[config.mk]
export PLATFORM = sky130hd
export DESIGN_NAME = hms_bcd_counter
export DESIGN_NICKNAME = d
export VERILOG_FILES = /design/src/rtl/hms_bcd_counter.sv
export SDC_FILE = /design/constraint.sdc
export NUM_CORES = 1
export LEC_CHECK = 0
export ABC_AREA = 0
export CAP_MARGIN = 40
export CORE_UTILIZATION = 29
export DETAILED_ROUTE_END_ITERATION = 12
export PLACE_DENSITY = 0.58
export SLEW_MARGIN = 20
export SYNTH_ARGS = -nofsm -noshare
export SYNTH_HDL_FRONTEND = slang
export SYNTH_SLANG_ARGS = --single-unit
[constraint.sdc]
create_clock -name i_clk -period 2.6 [get_ports i_clk]
set_input_delay 0.26 -clock i_clk [delete_from_list [all_inputs] [get_ports i_clk]]
set_output_delay 0.26 -clock i_clk [all_outputs]
set_load 0.02 [all_outputs]
[src/rtl/hms_bcd_counter.sv]
// HH:MM:SS time-of-day counter held as six BCD digits, plus a free-running
// digit-scan select for the downstream 6:1 digit mux.
module hms_bcd_counter #(
    parameter int TICK_DIV = 1000,
    parameter int SCAN_DIV = 10
) (
    input  logic       i_clk,
    input  logic       i_rst,
    input  logic       i_en,
    input  logic       i_set_min,
    input  logic       i_set_hour,
    output logic [3:0] o_sec_lo,
    output logic [3:0] o_sec_hi,
    output logic [3:0] o_min_lo,
    output logic [3:0] o_min_hi,
    output logic [3:0] o_hr_lo,
    output logic [3:0] o_hr_hi,
    output logic [2:0] o_sel,
    output logic       o_tick
);

    localparam int TW = ($clog2(TICK_DIV) < 1) ? 1 : $clog2(TICK_DIV);
    localparam int SW = ($clog2(SCAN_DIV) < 1) ? 1 : $clog2(SCAN_DIV);
    localparam logic [TW-1:0] TICK_LAST = TW'(TICK_DIV - 1);
    localparam logic [SW-1:0] SCAN_LAST = SW'(SCAN_DIV - 1);

    typedef struct packed {
        logic [3:0] hi;
        logic [3:0] lo;
    } bcd2_t;

    // Range checks use >= so a corrupted digit still returns to a legal value.
    function automatic bcd2_t inc_mod60(input bcd2_t v);
        bcd2_t r;
        r = v;
        if (v.lo >= 4'd9) begin
            r.lo = 4'd0;
            r.hi = (v.hi >= 4'd5) ? 4'd0 : v.hi + 4'd1;
        end else begin
            r.lo = v.lo + 4'd1;
        end
        return r;
    endfunction

    function automatic bcd2_t inc_mod24(input bcd2_t v);
        bcd2_t r;
        r = v;
        if ((v.hi >= 4'd2 && v.lo >= 4'd3) || v.hi > 4'd2) begin
            r = '0;
        end else if (v.lo >= 4'd9) begin
            r.lo = 4'd0;
            r.hi = v.hi + 4'd1;
        end else begin
            r.lo = v.lo + 4'd1;
        end
        return r;
    endfunction

    function automatic logic is_59(input bcd2_t v);
        return (v.hi == 4'd5) && (v.lo == 4'd9);
    endfunction

    bcd2_t          sec_q, sec_d;
    bcd2_t          min_q, min_d;
    bcd2_t          hr_q, hr_d;
    logic [TW-1:0]  tick_cnt_q, tick_cnt_d;
    logic [SW-1:0]  scan_cnt_q, scan_cnt_d;
    logic [2:0]     sel_q, sel_d;
    logic           tick_q, tick_d;

    always_comb begin
        // NOTE: every next-state signal gets a default first so no latch is inferred.
        sec_d      = sec_q;
        min_d      = min_q;
        hr_d       = hr_q;
        tick_cnt_d = tick_cnt_q;
        scan_cnt_d = scan_cnt_q;
        sel_d      = sel_q;
        tick_d     = 1'b0;

        if (scan_cnt_q == SCAN_LAST) begin
            scan_cnt_d = '0;
            sel_d      = (sel_q >= 3'd5) ? 3'd0 : sel_q + 3'd1;
        end else begin
            scan_cnt_d = scan_cnt_q + 1'b1;
        end

        // Setting takes precedence over timekeeping; the two set inputs are independent.
        if (i_set_min || i_set_hour) begin
            if (i_set_min) begin
                min_d      = inc_mod60(min_q);
                sec_d      = '0;
                tick_cnt_d = '0;
            end
            if (i_set_hour) begin
                hr_d = inc_mod24(hr_q);
            end
        end else if (i_en) begin
            if (tick_cnt_q == TICK_LAST) begin
                tick_cnt_d = '0;
                tick_d     = 1'b1;
                sec_d      = inc_mod60(sec_q);
                if (is_59(sec_q)) begin
                    min_d = inc_mod60(min_q);
                    if (is_59(min_q)) begin
                        hr_d = inc_mod24(hr_q);
                    end
                end
            end else begin
                tick_cnt_d = tick_cnt_q + 1'b1;
            end
        end
    end

    always_ff @(posedge i_clk) begin
        // NOTE: sequential state uses non-blocking assignments only.
        if (i_rst) begin
            sec_q      <= '0;
            min_q      <= '0;
            hr_q       <= '0;
            tick_cnt_q <= '0;
            scan_cnt_q <= '0;
            sel_q      <= '0;
            tick_q     <= 1'b0;
        end else begin
            sec_q      <= sec_d;
            min_q      <= min_d;
            hr_q       <= hr_d;
            tick_cnt_q <= tick_cnt_d;
            scan_cnt_q <= scan_cnt_d;
            sel_q      <= sel_d;
            tick_q     <= tick_d;
        end
    end

    assign o_sec_lo = sec_q.lo;
    assign o_sec_hi = sec_q.hi;
    assign o_min_lo = min_q.lo;
    assign o_min_hi = min_q.hi;
    assign o_hr_lo  = hr_q.lo;
    assign o_hr_hi  = hr_q.hi;
    assign o_sel    = sel_q;
    assign o_tick   = tick_q;

endmodule

==> summary.md, run 1 <==
| Metric | Value |
|---|---|
| Critical path startpoint category | `flip-flop` |
| Sequential share of the synthesized area | `0.351` |
| CTS tree | `done` |
| Worst Hold End | `o_sec_hi[3]` |
| Comb pwr share | `0.112` |
| Chip Height | `92.9 um` |
| Mux share of post-synthesis cell area | `0.0292` |
| WL final | `approximately 5100 um` |
| Slew Viols, Final | `0` |
| Worst EP arrival | `2.24 ns` |
| Pwr per Cell Area | `409 nW/um^2` |
| Ys Warns | `0` |
| Clock buffer depth | `2` |
| #FFs+latches synth | `42` |
| Worst VDD drop | `153 uV` |
| Root buf cell | `clkbuf_8` |
| Fmax | `496 MHz` |
| Max_slew headroom | `0.642` |
| Switching share of power | `0.250` |
| Fin util | `0.374` |
| Placed cells | `400` |
| Top-Level Pins | `33` |
| H-tree depth | `2` |
| Dominant cell type by area after synthesis | `dfxtp_1` |
| Total global routing overflow | `0` |
| Reg2reg path depth | `6` |
| Multi-input gate area | `1460 sq um` |
| Leakage power | `1.11 nW` |
| Initial antenna violation count | `0` |
| Post-synthesis compound-gate area fraction | `0.154` |
| Syn Nets | `295` |
| Largest cells by area after synthesis | `dfxtp_1 (35%), ha_1 (11%), nor2_1 (4.4%), nand2_1 (3.1%), nor3_1 (3.1%)` |
| Port buffer count | `32` |
| Ant diodes | `0` |
| DRC Markers | `0` |
| Top-area cell type share of the netlist area | `0.351` |
| Detailed Place HPWL | `between 3000 and 4000 um` |
| Vias | `1951` |
| Post-Synth Adder-Cell Area | `0.115` |
| Post-synth cell types | `59` |
| Post-synthesis simple-gate area fraction | `0.268` |
| RePlAce Congestion | `0.791` |
| Nets | `roughly 330` |
| CTS resizes | `0` |
| ANT nets after route | `0` |
| Largest net degree at the start of global routing | `24` |
| Core Rows | `32` |
| Fraction of registers with async set/reset | `0` |
| Avg Inst Size Synth | `8.95 sq um` |
| R2R Setup Slk | `0.58 ns` |
| RR Startpoint | `o_hr_lo[1]` |
| Net Sw Power | `300 uW` |
| Critical path type | `flip-flop to flip-flop` |
| Worst Path Max Fanout | `6` |
| Placed cell areas | `2860 sq um` |
| Number of fill cells | `828` |
| Clk sinks | `42` |
| DR WL/cell | `12.4 um` |
| Kind of end point of the critical path | `flip-flop` |
| Clock Latency Late Sink | `0.29 ns` |
| Sequential power share | `0.556` |
| Post-DR vias/cell | `4.79` |
| Max_cap viols | `0` |
| Setup-failing EPs final | `0` |
| Worst Max-Slew Pin Slew | `0.536 ns` |
| CP max stage cell | `a2111oi_4` |
| Clock-pin slew on the worst setup and hold paths | `0.08 ns` |
| Core box area | `7850 sq um` |
| Most common cell in the netlist | `dfxtp_1` |
| Vias in the first global route | `1900` |
| XOR/XNOR Fraction of Synth Area | `0.0438` |
| Drt first pass iters | `4` |
| Clock Power Share | `0.332` |
| Synth Flop Type | `dfxtp_1` |
| Post-CTS Setup Inserts | `0` |
| Cell family with most CP delay | `simple AND/OR/NAND/NOR gates` |
| P_int | `900 uW` |
| Post-synthesis cell area | `2400 sq um` |
| Critical path cell sequence | `inv_1 > ha_1 > or3b_4 > a2111oi_4 > nand2b_2 > mux2i_1` |
| Worst Skew | `about 0.0036 ns` |
| Worst Hold Class | `flip-flop to flip-flop` |
| Most frequent cells after synthesis | `dfxtp_1 (42), nor2_1 (28), ha_1 (22), nand2_1 (20), inv_1 (18)` |
| Die ar. | `8630 sq um` |
| Largest family of logic cells by synthesized area | `simple AND/OR/NAND/NOR gates` |
| Design Area, Final | `2930 sq um` |
| Cells after Synth | `268` |
| Final min period | `2.02 ns` |
| CP Data Required Time | `about 2.8 ns` |
| WP buf/inv | `1` |
| Cts hold-fix bufs | `0` |
| CTS Buf Count | `5` |
| Status | `complete, no violations` |
| Share of cells above drive strength 1 | `0.0984` |
| CP peak stage delay | `0.47 ns` |
| Chip Width | `92.9 um` |
| Hold path cells | `2` |
| Register area | `841 sq um` |
| Final setup TNS | `0 ns` |
| Final hold vios | `0` |
| Final period utilization | `0.775` |
| Initial Utilization | `0.305` |
| Post-synth EDFFs | `0` |
| WHS | `0.492 ns` |
| Min-delay src | `o_sec_hi[3]` |
| GRT Overall Usage | `0.124` |
| Reg2reg end | `o_hr_hi[0]` |
| Non-Filler Instances | `407` |
| 1st-iter DRT viols | `56` |
| Area growth syn-to-layout | `22.3%` |
| RSZ-0062 raised after global routing | `false` |
| Global-route wire length before repair | `8690 um` |
==> power by group through the flow <==
stage / Combinational, mW / Clock (mW) / Sequential (mW)
2_1_floorplan: 0.0830 / 0 / 0.688
3_3_place_gp: 0.133 / 0 / 0.683
3_5_place_dp: 0.135 / 0 / 0.683
4_1_cts: 0.136 / 0.421 / 0.668
5_1_grt: 0.150 / 0.440 / 0.670
6_report: 0.134 / 0.398 / 0.667
==> how the worst max path moves through the flow <==
stage                              from     endpoint  slack [ns]  cells after the start
after floorplan              o_hr_lo[1]   o_hr_hi[0]        0.57                      6
after global placement        i_set_min   o_hr_hi[2]        0.55                      6
after detailed placement      i_set_min   o_hr_hi[2]        0.53                      6
after CTS                    o_hr_lo[1]   o_hr_hi[0]        0.58                      6
after global routing      tick_cnt_q[0]  o_min_hi[2]        0.43                      6
final                        o_hr_lo[1]   o_hr_hi[0]        0.58                      6
==> tightest hold or removal path, stage by stage, from the launching register on <==
cell and delay [ns]:
dfxtp_1 0.34, nand2_1 0.06, a21oi_1 0.05
==> metal layers <==
metal	GRT usage	vias to the layer above	routed length, um
li1	-	1008	-
met1	0.164	907	2490
met2	0.198	32	2300
met3	0.0296	4	209
met4	0.0410	0	58
met5	0	-	0
==> placed cells by master, fill, tap and decap left out, types with 3 or more instances in the layout <==
| cell type | synthesis | routed |
|---|---|---|
| nor3b_1 | 4 | 4 |
| nand3_1 | 12 | 12 |
| dfxtp_1 | 42 | 42 |
| a21oi_1 | 14 | 14 |
| xnor2_1 | 8 | 8 |
| nor2b_1 | 4 | 4 |
| buf_4 | 0 | 5 |
| clkdlybuf4s50_1 | 0 | 32 |
| xor2_1 | 4 | 4 |
| nand2b_1 | 9 | 9 |
| mux2i_1 | 4 | 4 |
| nor3_1 | 15 | 15 |
| nor2_1 | 28 | 28 |
| inv_1 | 18 | 18 |
| nand2_1 | 20 | 20 |
| ha_1 | 22 | 22 |
| clkbuf_8 | 0 | 5 |
| and2_1 | 3 | 3 |
==> flip-flops by register name (all words and copies together) (netlist names) <==
register / cells
tick_cnt_q: 10
o_hr_hi: 4
o_hr_lo: 4
o_min_hi: 4
o_min_lo: 4
o_sec_hi: 4
o_sec_lo: 4
scan_cnt_q: 4
o_sel: 3
o_tick: 1
==> cell families after synthesis <==
| kind of cell | count (synthesis) |
|---|---|
| buffers and inverters | 25 |
| AND/OR/NAND/NOR | 119 |
| AO/OA/AOI/OAI | 42 |
| XOR/XNOR | 12 |
| flip-flops | 42 |
| adder cells (fa/ha/maj) | 22 |
| multiplexers | 6 |
==> per-stage QoR <==
step	setup WS (ns)	power, mW
finish	0.585	1.20
global route	0.429	1.26
CTS	0.582	1.22
detailed placement	0.526	0.818
global placement	0.553	0.816
floorplan	0.571	0.771
==> final cells by class <==
| type | instances | area share |
|---|---|---|
| timing repair buffer | 37 | 0.122 |
| clock buffer | 7 | 0.0260 |
| multi-input combinational | 201 | 0.499 |
| tap | 102 | 0.0435 |
| sequential | 42 | 0.287 |
| inverter | 18 | 0.0230 |
Note: power is estimated with default switching activity, not from simulation.
==> run 2, diff against run 1 <==
==> constraint.sdc (replaced) <==
create_clock -name i_clk -period 2 [get_ports i_clk]
set_input_delay 0.2 -clock i_clk [delete_from_list [all_inputs] [get_ports i_clk]]
set_output_delay 0.2 -clock i_clk [all_outputs]
set_load 0.02 [all_outputs]
==> run 2 against run 1 <==
Against the previous run:
- first-iteration DRC count increased by 54%
- sequential share of layout area decreased by 1.3 points
- setup slack got worse by 0.45 ns
- hold slack improved by 0.0060 ns
- critical path depth unchanged
- flip-flop and latch count unchanged
- via count increased by 3.6%
- clock power increased by 46%
- combinational power increased by 42%
- highest routed layer unchanged
==> summary.md, run 2 (same netlist as run 1, synthesis figures left out) <==
| Metric | Value |
|---|---|
| Busiest grt layer | `met2 (unchanged)` |
| Max_slew headroom | `0.707 (was 0.642)` |
| Chip Width | `92.9 um (unchanged)` |
| Global-route wire length before repair | `8540 um (was 8690 um)` |
| Final period utilization | `0.935 (was 0.775)` |
| Final setup TNS | `0 ns (unchanged)` |
| Design Area, Final | `3080 sq um (was 2930 sq um)` |
| Worst EP arrival | `2.06 ns (was 2.24 ns)` |
| Status | `complete, no violations (unchanged)` |
| Post-DR vias/cell | `4.77 (was 4.79)` |
| Placed cell areas | `2960 sq um (was 2860 sq um)` |
| Grt met3 use | `0.0304 (was 0.0296)` |
| Vias | `2021 (was 1951)` |
| RePlAce Congestion | `0.768 (was 0.791)` |
| DRC Markers | `0 (unchanged)` |
| Port buffer count | `32 (unchanged)` |
| Fmax | `535 MHz (was 496 MHz)` |
| Drt first pass iters | `4 (unchanged)` |
| RR Startpoint | `tick_cnt_q[0] (was o_hr_lo[1])` |
| R2R Setup Slk | `0.13 ns (was 0.58 ns)` |
| Clock buffer depth | `2 (unchanged)` |
| Critical path type | `flip-flop to flip-flop (unchanged)` |
| CTS tree | `done (unchanged)` |
| Worst Skew | `0.00584 ns (was 0.00363 ns)` |
| Min-delay src | `o_sec_hi[3] (unchanged)` |
| Clk sinks | `42 (unchanged)` |
| Commonest non-fill, non-tap cell in the layout | `dfxtp_1 (unchanged)` |
| Worst Max-Slew Pin Slew | `0.439 ns (was 0.536 ns)` |
| Initial Utilization | `0.305 (unchanged)` |
| Core box area | `7850 sq um (unchanged)` |
| Clock-pin slew on the worst setup and hold paths | `0.08 ns (about the same)` |
| WL final | `4920 um (was 5060 um)` |
| 1st-iter DRT viols | `86 (was 56)` |
| CP max stage cell | `dfxtp_1 (was a2111oi_4)` |
| GRT Overall Usage | `0.123 (was 0.124)` |
| Most flops, register | `tick_cnt_q (unchanged)` |
| Detailed Place HPWL | `3750 um (was 3730 um)` |
| WHS | `0.498 ns (was 0.492 ns)` |
| Pwr per Cell Area | `531 nW/um^2 (was 409 nW/um^2)` |
| Reg2reg end | `o_sec_lo[3] (was o_hr_hi[0])` |
| Initial antenna violation count | `0 (unchanged)` |
| Leakage power | `1.21 nW (was 1.11 nW)` |
| Worst VDD drop | `227 uV (was 153 uV)` |
| Area growth syn-to-layout | `28.4% (was 22.3%)` |
| Critical path cell sequence | `ha_1 > and4bb_1 > and3_1 > a41oi_2 > nand2b_1 > nor2_1 (was inv_1 > ha_1 > or3b_4 > a2111oi_4 > nand2b_2 > mux2i_1)` |
| H-tree depth | `2 (unchanged)` |
| Worst Hold Class | `flip-flop to flip-flop (unchanged)` |
| Worst Path Max Fanout | `7 (was 6)` |
| Vias in the first global route | `1871 (was 1900)` |
| Kind of end point of the critical path | `flip-flop (unchanged)` |
| CP Data Required Time | `2.19 ns (was 2.82 ns)` |
| Ant diodes | `0 (unchanged)` |
| CP peak stage delay | `0.39 ns (was 0.47 ns)` |
| CTS Buf Count | `5 (unchanged)` |
| Overall power | `1.63 mW (was 1.20 mW)` |
| Core Rows | `32 (unchanged)` |
| Grt met1 use | `0.161 (was 0.164)` |
| Worst Hold End | `o_sec_hi[3] (unchanged)` |
| Root buf cell | `clkbuf_8 (unchanged)` |
| Reg2reg path depth | `6 (unchanged)` |
| Max reg flops | `10 (unchanged)` |
| Share of cells above drive strength 1 | `0.161 (was 0.0984)` |
| Final hold vios | `0 (unchanged)` |
| Setup-failing EPs final | `0 (unchanged)` |
| Nets | `348 (was 332)` |
| Critical path startpoint category | `flip-flop (unchanged)` |
| Final min period | `1.87 ns (was 2.02 ns)` |
| ANT nets after route | `0 (unchanged)` |
| Hold path cells | `2 (unchanged)` |
| Clock Latency Late Sink | `0.30 ns (was 0.29 ns)` |
| Top-Level Pins | `33 (unchanged)` |
| Chip Height | `92.9 um (unchanged)` |
| Global routing met2 resource utilization | `0.198 (unchanged)` |
| DR WL/cell | `11.6 um (was 12.4 um)` |
| Most frequent cells in the layout | `dfxtp_1 (40), clkdlybuf4s50_1 (32), nor2_1 (28), ha_1 (22), buf_4 (21) (was dfxtp_1 (42), clkdlybuf4s50_1 (32), nor2_1 (28), ha_1 (22), nand2_1 (20))` |
| Max_cap viols | `0 (unchanged)` |
| Largest net degree at the start of global routing | `22 (was 24)` |
| Die ar. | `8630 sq um (unchanged)` |
| Total global routing overflow | `0 (unchanged)` |
| Slew Viols, Final | `0 (unchanged)` |
==> run 2: cell types whose count changed in the layout (fill, tap and decap cells not counted), moves of 2 or more <==
cell	delta
dfxtp_1	-2
dfxtp_2	+2
clkbuf_1	-2
buf_4	+16
==> run 2: timing repair <==
item                                    4_1_cts  5_1_grt
endpoints found under the setup margin        0        7
buffers inserted                              0        2
hold buffers                                  0        0
resized for setup                             0        3
==> run 2: worst max path at each step <==
| stage | from | endpoint | slack [ns] | cells after the start |
|---|---|---|---|---|
| detailed placement | i_set_min | o_hr_hi[2] | 0.05 | 6 |
| CTS | o_hr_lo[1] | o_hr_lo[2] | 0.04 | 8 |
| finish | tick_cnt_q[0] | o_sec_lo[3] | 0.13 | 6 |
| global route | o_hr_lo[1] | o_hr_lo[2] | -0.01 | 8 |
| global placement | i_set_min | o_hr_hi[2] | 0.07 | 6 |
| floorplan | o_sec_hi[1] | o_sec_hi[2] | 0.03 | 7 |
==> run 2: cell type report <==
class                   count  area [sq um]
clock buffers               6          82.6
inverters                  18          67.6
repair buffers             53           478
multi-input cells         201          1470
fillers                   824          4770
well taps                 102           128
clock inverters             2          12.5
flip-flops and latches     42           843
==> run 2: power by group <==
part | leakage [nW] | total [mW] | switching (mW) | internal, mW
combinational | 0.818 | 0.190 | 0.100 | 0.0895
sequential | 0.341 | 0.865 | 0.0143 | 0.851
clock | 0.0472 | 0.580 | 0.302 | 0.278
==> run 2: layer usage <==
layer / wire length (um) / share of wire
met1: 2420 / 0.49
met4: 53 / 0.011
met5: 0 / 0
met2: 2300 / 0.47
met3: 147 / 0.030
==> run 2: critical path: cells and delay by family, from the launching register on <==
kind / cells / cell delay (ns)
and+or+nand+nor: 4 / 0.93
DFF: 1 / 0.39
AOI/OAI and AO/OA: 1 / 0.26
adders and majority gates: 1 / 0.18
==> run 2: per-stage QoR <==
| stage | std cells | util | worst slack [ns] |
|---|---|---|---|
| floorplan | 268 | - | 0.0323 |
| global placement | 414 | 0.377 | 0.0720 |
| detailed placement | 414 | 0.377 | 0.0550 |
| CTS | 422 | 0.390 | 0.0360 |
| global route | 424 | 0.392 | -0.00989 |
| finish | 424 | 0.392 | 0.130 |
==> run 3, diff against run 2 <==
--- a/config.mk
+++ b/config.mk
@@ -6,10 +6,11 @@
 export NUM_CORES = 1
 export LEC_CHECK = 0
 export ABC_AREA = 0
+export ABC_CLOCK_PERIOD_IN_PS = 2000
 export CAP_MARGIN = 40
-export CORE_UTILIZATION = 29
+export CORE_UTILIZATION = 55
 export DETAILED_ROUTE_END_ITERATION = 12
-export PLACE_DENSITY = 0.58
+export PLACE_DENSITY = 0.9
 export SLEW_MARGIN = 20
 export SYNTH_ARGS = -nofsm -noshare
 export SYNTH_HDL_FRONTEND = slang
==> run 3 against run 2 <==
Against the previous run:
- the flow now finishes with violations (setup timing)
- utilization is 34 points higher
- non-clock buffer count is 11 lower
- final cell count is 15% lower
- sequential share of layout area is 0.90 points higher
- maximum frequency is 11% lower
- hold slack worse by 0.0041 ns
- via count is 3.4% higher
- final area is 2.8% lower
- clock skew is 0.0050 ns higher
- register-to-register slack worse by 0.23 ns
- critical endpoint is now o_hr_lo[2]
- count of clock-buffer cells in the layout stayed put
==> summary.md, run 3 (same netlist as run 1, synthesis figures left out) <==
| Metric | Value |
|---|---|
| Status | `complete, but fails checks (was complete, no violations)` |
| Violated checks | `setup timing` |
| RSZ-0062 raised after global routing | `true` |
| Global-route wire length before repair | `8280 um (was 8540 um)` |
| Final setup TNS | `-0.271 ns (was 0 ns)` |
| CTS Buf Count | `5 (unchanged)` |
| WL final | `5490 um (was 4920 um)` |
| Cts hold-fix bufs | `0 (unchanged)` |
| Port buffer count | `32 (unchanged)` |
| Chip Height | `68.0 um (was 92.9 um)` |
| Largest net degree at the start of global routing | `39 (was 22)` |
| Kind of end point of the critical path | `flip-flop (unchanged)` |
| DR WL/cell | `15.2 um (was 11.6 um)` |
| Root buf cell | `clkbuf_8 (unchanged)` |
| Number of fill cells | `280 (was 824)` |
| Leakage power | `1.16 nW (was 1.21 nW)` |
| Die ar. | `4630 sq um (was 8630 sq um)` |
| Clock Latency Late Sink | `0.30 ns (about the same)` |
| Ant diodes | `0 (unchanged)` |
| Total global routing overflow | `0 (unchanged)` |
| Initial antenna violation count | `0 (unchanged)` |
| Max reg flops | `10 (unchanged)` |
| Most frequent cells in the layout | `dfxtp_1 (39), clkdlybuf4s50_1 (32), nor2_1 (28), ha_1 (20), nand2_1 (19) (was dfxtp_1 (40), clkdlybuf4s50_1 (32), nor2_1 (28), ha_1 (22), buf_4 (21))` |
| Critical path type | `flip-flop to flip-flop (unchanged)` |
| H-tree depth | `2 (unchanged)` |
| Clock buffer depth | `2 (unchanged)` |
| 1st-iter DRT viols | `142 (was 86)` |
| Fin util | `0.732 (was 0.392)` |
| RePlAce Congestion | `0.772 (was 0.768)` |
| GRT Overall Usage | `0.239 (was 0.123)` |
| DRC Markers | `0 (unchanged)` |
| Overall power | `1.64 mW (was 1.63 mW)` |
| Clk sinks | `42 (unchanged)` |
| CTS tree | `done (unchanged)` |
| Final min period | `2.10 ns (was 1.87 ns)` |
| Share of cells above drive strength 1 | `0.158 (was 0.161)` |
| Initial Utilization | `0.587 (was 0.305)` |
| Worst VDD drop | `466 uV (was 227 uV)` |
| Worst Skew | `0.0109 ns (was 0.00584 ns)` |
| Setup-failing EPs final | `5 (was 0)` |
| Drt first pass iters | `4 (unchanged)` |
| CP Data Required Time | `2.24 ns (was 2.19 ns)` |
| Clock-pin slew on the worst setup and hold paths | `0.08 ns (about the same)` |
| Area growth syn-to-layout | `24.8% (was 28.4%)` |
| Fmax | `477 MHz (was 535 MHz)` |
| Worst Hold Class | `flip-flop to flip-flop (unchanged)` |
| Nets | `337 (was 348)` |
| Final period utilization | `1.05 (was 0.935)` |
| Max_slew headroom | `0.697 (was 0.707)` |
| Setup WS post-layout | `-0.0963 ns (was 0.130 ns)` |
| Pwr per Cell Area | `548 nW/um^2 (was 531 nW/um^2)` |
| ANT nets after route | `0 (unchanged)` |
| Worst Path Max Fanout | `6 (was 7)` |
| Commonest non-fill, non-tap cell in the layout | `dfxtp_1 (unchanged)` |
| Detailed Place HPWL | `3650 um (was 3750 um)` |
| Vias in the first global route | `1907 (was 1871)` |
| Final hold vios | `0 (unchanged)` |
| Most flops, register | `tick_cnt_q (unchanged)` |
| Critical path startpoint category | `flip-flop (unchanged)` |
| Worst EP arrival | `2.34 ns (was 2.06 ns)` |
| Slew Viols, Final | `0 (unchanged)` |
| Vias | `2090 (was 2021)` |
| Worst Max-Slew Pin Slew | `0.455 ns (was 0.439 ns)` |
| Core box area | `4090 sq um (was 7850 sq um)` |
| Core Rows | `23 (was 32)` |
| Chip Width | `68.0 um (was 92.9 um)` |
| Dpl ws | `-0.0131 ns (was 0.0550 ns)` |
| Top-Level Pins | `33 (unchanged)` |
| Max_cap viols | `0 (unchanged)` |
| Post-DR vias/cell | `5.79 (was 4.77)` |
==> run 3: cell types whose count changed in the layout (fill, tap and decap cells not counted), sizes merged <==
cell,delta
buf,-11
==> run 3: layer usage <==
layer / vias to the layer above / global-route usage / share of wire
met5: - / 0 / 0
met4: 0 / 0.0964 / 0.036
met3: 22 / 0.0700 / 0.049
met2: 65 / 0.401 / 0.49
met1: 968 / 0.282 / 0.43
li1: 1035 / - / -
==> run 3: final timing paths <==
check | slack, ns | cells past startpoint | to | start
setup / recovery | -0.1 | 7 | o_hr_lo[2] | o_hr_lo[1]
setup reg to reg | -0.1 | 7 | o_hr_lo[2] | o_hr_lo[1]
hold / removal | 0.49 | 2 | o_sec_hi[3] | o_sec_hi[3]
hold reg to reg | 0.49 | 2 | o_sec_hi[3] | o_sec_hi[3]
==> run 3: per-stage QoR <==
step           cells  cell area [sq um]  hold WS (ns)
2_1_floorplan    268               2400         0.386
3_3_place_gp     351               2830         0.474
3_5_place_dp     351               2830         0.480
4_1_cts          359               2930         0.494
5_1_grt          361               2990         0.517
6_report         361               2990         0.494
==> run 3: worst max-delay path, cell delays in order (launching register included) <==
cell	delay, ns
dfxtp_2	0.38
inv_4	0.06
ha_4	0.16
or3b_4	0.41
a2111oi_4	0.52
nand2b_1	0.10
a21oi_1	0.26
a31o_1	0.15
==> run 3: report_power, final <==
part           switching [mW]  internal (mW)
registers              0.0198          0.851
logic                   0.108         0.0923
clock network           0.291          0.277
total                   0.418           1.22
==> run 3: final cells by class <==
class                           count  area [sq um]  share of cell area
Clock buffer                        6          82.6              0.0276
Inverter                           18          72.6              0.0242
Tap cell                           50          62.6              0.0209
Clock inverter                      2          12.5             0.00418
Sequential cell                    42           847               0.283
Timing Repair Buffer               42           408               0.136
Multi-Input combinational cell    201          1510               0.504
==> run 3: timing repair <==
item,CTS,global route
pin swaps,1,3
setup buffers,0,2
setup endpoints to repair,1,17
gates resized for setup,1,15
